[src/rtl/gpu_fill_rect_if.sv]
// Bus bundle for gpu_fill_rect: corner/start request inputs and pixel stream outputs.
// abort_i is present only when GPU_FILL_RECT_ABORT_EN is defined.
interface gpu_fill_rect_if #(
   parameter int unsigned WIDTH_BITS  = 10,
   parameter int unsigned HEIGHT_BITS = 9
);
   logic [WIDTH_BITS-1:0]  x1_i;
   logic [HEIGHT_BITS-1:0] y1_i;
   logic [WIDTH_BITS-1:0]  x2_i;
   logic [HEIGHT_BITS-1:0] y2_i;
   logic                   start_i;
   logic [WIDTH_BITS-1:0]  x_o;
   logic [HEIGHT_BITS-1:0] y_o;
   logic                   done_o;
   logic                   busy_o;
`ifdef GPU_FILL_RECT_ABORT_EN
   logic                   abort_i;

   modport master (
      output x1_i, y1_i, x2_i, y2_i, start_i, abort_i,
      input  x_o, y_o, done_o, busy_o
   );
   modport slave (
      input  x1_i, y1_i, x2_i, y2_i, start_i, abort_i,
      output x_o, y_o, done_o, busy_o
   );
`else
   modport master (
      output x1_i, y1_i, x2_i, y2_i, start_i,
      input  x_o, y_o, done_o, busy_o
   );
   modport slave (
      input  x1_i, y1_i, x2_i, y2_i, start_i,
      output x_o, y_o, done_o, busy_o
   );
`endif
endinterface

[src/rtl/gpu_fill_rect.sv]
// Axis-aligned filled-rectangle rasterizer: emits one pixel coordinate per clock, row-major.
// Optional mid-fill abort input enabled by defining GPU_FILL_RECT_ABORT_EN.
module gpu_fill_rect #(
   parameter int unsigned WIDTH_BITS  = 10,
   parameter int unsigned HEIGHT_BITS = 9
) (
   input  logic           clk,
   input  logic           rst,
   gpu_fill_rect_if.slave bus
);

   typedef enum logic [1:0] {
      IDLE = 2'd0,
      FILL = 2'd1,
      DONE = 2'd2
   } state_t;

   state_t                 state_q, state_nxt;
   logic [WIDTH_BITS-1:0]  x_q, x_nxt;
   logic [HEIGHT_BITS-1:0] y_q, y_nxt;
   logic [WIDTH_BITS-1:0]  xmin_q, xmin_nxt, xmax_q, xmax_nxt;
   logic [HEIGHT_BITS-1:0] ymin_q, ymin_nxt, ymax_q, ymax_nxt;
   logic                   busy_q, busy_nxt;
   logic                   done_q, done_nxt;
   logic                   abort;

`ifdef GPU_FILL_RECT_ABORT_EN
   assign abort = bus.abort_i;
`else
   assign abort = 1'b0;
`endif

   always_ff @(posedge clk or posedge rst) begin
      if (rst) begin
         state_q <= IDLE;
         x_q     <= '0;
         y_q     <= '0;
         xmin_q  <= '0;
         xmax_q  <= '0;
         ymin_q  <= '0;
         ymax_q  <= '0;
         busy_q  <= 1'b0;
         done_q  <= 1'b0;
      end else begin
         state_q <= state_nxt;
         x_q     <= x_nxt;
         y_q     <= y_nxt;
         xmin_q  <= xmin_nxt;
         xmax_q  <= xmax_nxt;
         ymin_q  <= ymin_nxt;
         ymax_q  <= ymax_nxt;
         busy_q  <= busy_nxt;
         done_q  <= done_nxt;
      end
   end

   always_comb begin
      state_nxt = state_q;
      x_nxt     = x_q;
      y_nxt     = y_q;
      xmin_nxt  = xmin_q;
      xmax_nxt  = xmax_q;
      ymin_nxt  = ymin_q;
      ymax_nxt  = ymax_q;
      busy_nxt  = 1'b0;
      done_nxt  = 1'b0;
      unique case (state_q)
         IDLE: begin
            if (bus.start_i) begin
               xmin_nxt  = (bus.x1_i < bus.x2_i) ? bus.x1_i : bus.x2_i;
               xmax_nxt  = (bus.x1_i < bus.x2_i) ? bus.x2_i : bus.x1_i;
               ymin_nxt  = (bus.y1_i < bus.y2_i) ? bus.y1_i : bus.y2_i;
               ymax_nxt  = (bus.y1_i < bus.y2_i) ? bus.y2_i : bus.y1_i;
               x_nxt     = xmin_nxt;
               y_nxt     = ymin_nxt;
               busy_nxt  = 1'b1;
               state_nxt = FILL;
            end
         end
         FILL: begin
            // Compare against latched bounds before incrementing so xmax/ymax at full scale never wrap.
            if (abort) begin
               done_nxt  = 1'b1;
               state_nxt = DONE;
            end else if (x_q < xmax_q) begin
               x_nxt    = x_q + WIDTH_BITS'(1);
               busy_nxt = 1'b1;
            end else if (y_q < ymax_q) begin
               x_nxt    = xmin_q;
               y_nxt    = y_q + HEIGHT_BITS'(1);
               busy_nxt = 1'b1;
            end else begin
               done_nxt  = 1'b1;
               state_nxt = DONE;
            end
         end
         DONE: begin
            state_nxt = IDLE;
         end
         default: begin
            state_nxt = IDLE;
         end
      endcase
   end

   assign bus.x_o    = x_q;
   assign bus.y_o    = y_q;
   assign bus.busy_o = busy_q;
   assign bus.done_o = done_q;

endmodule

[src/flat_wrapper.sv]
// flat-port wrapper written by rule: the top's interface ports become plain ports
module gpu_fill_rect_flat 
#(
   parameter int unsigned WIDTH_BITS  = 10,
   parameter int unsigned HEIGHT_BITS = 9
)
  (clk, rst, bus_x1_i, bus_y1_i, bus_x2_i, bus_y2_i, bus_start_i, bus_x_o, bus_y_o, bus_done_o, bus_busy_o);
  gpu_fill_rect_if #(.WIDTH_BITS(WIDTH_BITS), .HEIGHT_BITS(HEIGHT_BITS)) bus_i ();
  input  logic clk;
  input  logic rst;
  input wire logic [$bits(bus_i.x1_i)-1:0] bus_x1_i;
  input wire logic [$bits(bus_i.y1_i)-1:0] bus_y1_i;
  input wire logic [$bits(bus_i.x2_i)-1:0] bus_x2_i;
  input wire logic [$bits(bus_i.y2_i)-1:0] bus_y2_i;
  input wire logic [$bits(bus_i.start_i)-1:0] bus_start_i;
  output wire logic [$bits(bus_i.x_o)-1:0] bus_x_o;
  output wire logic [$bits(bus_i.y_o)-1:0] bus_y_o;
  output wire logic [$bits(bus_i.done_o)-1:0] bus_done_o;
  output wire logic [$bits(bus_i.busy_o)-1:0] bus_busy_o;
  assign bus_i.x1_i = bus_x1_i;
  assign bus_i.y1_i = bus_y1_i;
  assign bus_i.x2_i = bus_x2_i;
  assign bus_i.y2_i = bus_y2_i;
  assign bus_i.start_i = bus_start_i;
  assign bus_x_o = bus_i.x_o;
  assign bus_y_o = bus_i.y_o;
  assign bus_done_o = bus_i.done_o;
  assign bus_busy_o = bus_i.busy_o;
  gpu_fill_rect #(.WIDTH_BITS(WIDTH_BITS), .HEIGHT_BITS(HEIGHT_BITS)) u_core (.clk(clk), .rst(rst), .bus(bus_i));
endmodule
[config.mk]
export PLATFORM = sky130hd
export DESIGN_NAME = gpu_fill_rect_flat
export DESIGN_NICKNAME = d
export VERILOG_FILES = /design/src/rtl/gpu_fill_rect_if.sv /design/src/rtl/gpu_fill_rect.sv /design/src/flat_wrapper.sv
export SDC_FILE = /design/constraint.sdc
export NUM_CORES = 1
export LEC_CHECK = 0
export ABC_AREA = 1
export ABC_CLOCK_PERIOD_IN_PS = 3900
export CORE_UTILIZATION = 45
export CTS_CLUSTER_DIAMETER = 30
export DETAILED_ROUTE_END_ITERATION = 16
export HOLD_SLACK_MARGIN = 0.02
export PLACE_DENSITY_LB_ADDON = 0.05
export SETUP_SLACK_MARGIN = 0.3
export SLEW_MARGIN = 20
export SYNTH_ARGS = -nofsm -noshare
export SYNTH_HDL_FRONTEND = slang
export SYNTH_SLANG_ARGS = --single-unit
[constraint.sdc]
create_clock -name clk -period 3.9 [get_ports clk]
set_input_delay 0.78 -clock clk [delete_from_list [all_inputs] [get_ports clk]]
set_output_delay 0.78 -clock clk [all_outputs]
set_load 0.03 [all_outputs]
==> summary.txt <==
STA
  – Crit share post-route: 77.4%
  – Max Clock Skew: 0.0147 ns
  – Slew @ Worst Pin: 0.550 ns
  – Slew HR: 63.3%
  – Final setup vio count: 0
  – Setup TNS: 0 ns
  – Crit path time final: 3.02 ns
  – Final Max Slew Viols: 0
  – Min Hold Slack: 0.550 ns
  – RSZ-0062 raised after global routing: false
  – Fmax: 331 MHz
  – Fin. Hold Viols: 0

Routing
  – Iteration-0 DRC Markers: 245
  – Pre-antenna DRT Iters: 14
  – Vias per cell: 5.25
  – Routed wire length: 11.1 mm
  – # DRC: 3
  – Routed length per instance: 14.5 um
  – Via count: 4008
  – DRT antenna net count: 0

Global routing
  – Vias in the first global route: 3764
  – Initial antenna violation count: 0
  – Global-route wire length before repair: 18.6 mm
  – Pin count of the biggest net entering global routing: 42
  – Grt ovf: 0
  – Total global-route track usage: 24.1%

Logic synthesis
  – Synth Area per Inst: 6.93 um^2
  – Number of distinct library cells after synthesis: 29
  – Area leader, netlist: dfrtp_1
  – Sequential share of the synthesized area: 31.3%
  – Top post-synthesis cells by area: dfrtp_1, nand2_1, ha_1
  – Yosys top cell area share: 31.3%
  – Count of state elements after synthesis: 52
  – Syn_nets: 678
  – Yosys warnings: 0
  – Synth Cell Area: 4160 um^2
  – Post-synthesis cell count: 601

Power and ir drop
  – Comb power frac: 63.7%
  – Psw: 2.01 mW
  – Leak: 2.55 nW
  – Clock power frac: 9.8%
  – Cell area power density: 790 nW/um^2
  – Switching Share: 51.4%
  – Reg power frac: 26.5%
  – Pwr Total: 3.91 mW
  – Int Pwr: 1.90 mW
  – Max VDD drop: 0.376 mV

Floorplanning
  – Core area: 8850 um^2
  – Die width: 98.2 um
  – Core Rows: 34
  – Ports: 62
  – Initial core utilization: 47.0%
  – Die height: 98.2 um
  – Die footprint: 9640 um^2

CTS
  – # clock sinks: 52
  – Hold-fix buffers, CTS: 0
  – Root buffer cell: clkbuf_8
  – Worst-skew pair later-pin latency: 0.31 ns
  – Reg clk slew, reported paths: 0.10 ns
  – Clk buf depth: 2
  – CTS tree: done
  – H-tree lvl count: 2
  – Inserted Clock Buffers: 5
  – Post-CTS setup buffers: 0
  – Cts repair resizes: 0

Layout
  – Final #Nets: 731
  – Fraction of layout cells with a size suffix above 1: 6.11%
  – N_diodes: 0
  – Fillcell total: 851
  – Syn-to-layout area delta: 18.9%

Setup path
  – Crit. End Element: flop
  – Crit path to: u_core.bus.x_o[5]
  – Reg2reg end: u_core.bus.x_o[4]
  – CP Data Required Time: 4.11 ns
  – Kind of critical path: in -> reg
  – Reg2reg start: u_core.bus.x_o[3]
  – R2R setup slack: 1.43 ns
  – CP arrival: 3.23 ns
  – Max FO, Critical Path: 18
  – Crit start category: primary input
  – Worst reg2reg path depth: 12
  – Worst Setup SP: bus_x2_i[9]

Outcome
  – Failing checks: design-rule violations
  – Status: finished, violations left

Placed design
  – Final Wtd Congestion: 0.905
  – Hpwl dp: 8.49 mm
  – I/O Buffers: 61

Job
  – Maxcap violations: 0

Min path
  – Hold Path Class: reg -> reg
[worst min-delay path by stage]
stage	from	end	slack (ns)	cells past startpoint
detailed placement	u_core.xmax_q[0]	u_core.xmax_q[0]	0.52	2
CTS	u_core.xmax_q[0]	u_core.xmax_q[0]	0.55	2
floorplan	u_core.xmax_q[0]	u_core.xmax_q[0]	0.45	2
global placement	u_core.xmax_q[0]	u_core.xmax_q[0]	0.52	2
global route	u_core.xmin_q[3]	u_core.xmin_q[3]	0.57	2
finish	u_core.ymax_q[0]	u_core.ymax_q[0]	0.55	2
[registers in the layout (all words and copies together) (netlist names)]
| register | count |
|---|---|
| u_core.bus.x_o | 10 |
| u_core.ymax_q | 9 |
| u_core.bus.done_o | 1 |
| u_core.xmin_q | 10 |
| u_core.xmax_q | 10 |
| u_core.bus.busy_o | 1 |
| u_core.state_q | 2 |
| u_core.bus.y_o | 9 |
[critical path: stages]
cell and delay, ns:
clkdlybuf4s50_1 0.47, inv_1 0.06, ha_1 0.29, nand2_1 0.07, nor2_1 0.15, nand3_1 0.31
nand3_1 0.41, buf_4 0.29, nand2_1 0.12, nand3_1 0.11, nand2_1 0.06, nand2_1 0.05
nand2_1 0.05
[cell usage in the layout, fill, tap and decap left out, types with 23 or more instances in the layout]
| cell type | n |
|---|---|
| nand4_1 | 25 |
| nand2_1 | 170 |
| nor2_1 | 34 |
| a21oi_1 | 23 |
| o21ai_0 | 41 |
| nand3_1 | 64 |
| ha_1 | 36 |
| clkdlybuf4s50_1 | 61 |
| dfrtp_1 | 52 |
| inv_1 | 89 |
[kinds of logic (layout without fill, tap and decap cells)]
group | Yosys count | after routing | share of synthesized area [%]
xor gates and xnor gates | 4 | 4 | 0.842
DFF | 52 | 52 | 31.3
AOI/OAI and AO/OA | 83 | 83 | 11.1
buffers and inverters | 113 | 167 | 11.0
adders and majority gates | 36 | 36 | 10.8
and+or+nand+nor | 313 | 313 | 35.0
[layer usage]
layer	up-vias	wire [um]	share of wire [%]	global-route usage, %
li1	2058	-	-	-
met1	1814	5690	51	36.7
met2	127	4600	42	35.5
met3	9	695	6.3	4.37
met4	0	82	0.74	4.71
met5	-	0	0	0
[power by group through the flow]
stage | clock network (mW) | registers, mW | logic, mW
final | 0.385 | 1.04 | 2.49
after detailed placement | 0 | 1.05 | 2.48
after CTS | 0.386 | 1.03 | 2.49
after floorplan | 0 | 1.18 | 1.65
after global placement | 0 | 1.04 | 2.43
after global routing | 0.413 | 1.08 | 2.79
[cell type report]
type	count	area, um^2	area share [%]
clock buffers	5	68.8	1.39
clock inverters	3	42.5	0.859
inverters	92	345	6.97
multi-input cells	436	2400	48.5
flip-flops and latches	52	1300	26.3
well taps	108	135	2.73
repair buffers	67	656	13.2
[stage by stage]
step	setup slack, ns	instance area [um^2]	util, %	cells
2_1_floorplan	1.79	4160	-	601
3_3_place_gp	0.626	4840	54.7	755
3_5_place_dp	0.584	4840	54.7	755
4_1_cts	0.922	4950	56.0	763
5_1_grt	0.589	4950	56.0	763
6_report	0.881	4950	56.0	763
[synth_stat cells (all sizes together)]
cell type,n
xor2,1
o21bai,1
nor2,40
nand3,70
clkbuf,7
a31oi,3
dfrtp,52
nand3b,1
nand4,25
buf,14
a21oi,26
xnor2,3
o21ai,42
a21o,3
o22ai,8
nand2,177
ha,36
inv,92
(Power assumes the default switching activity.)
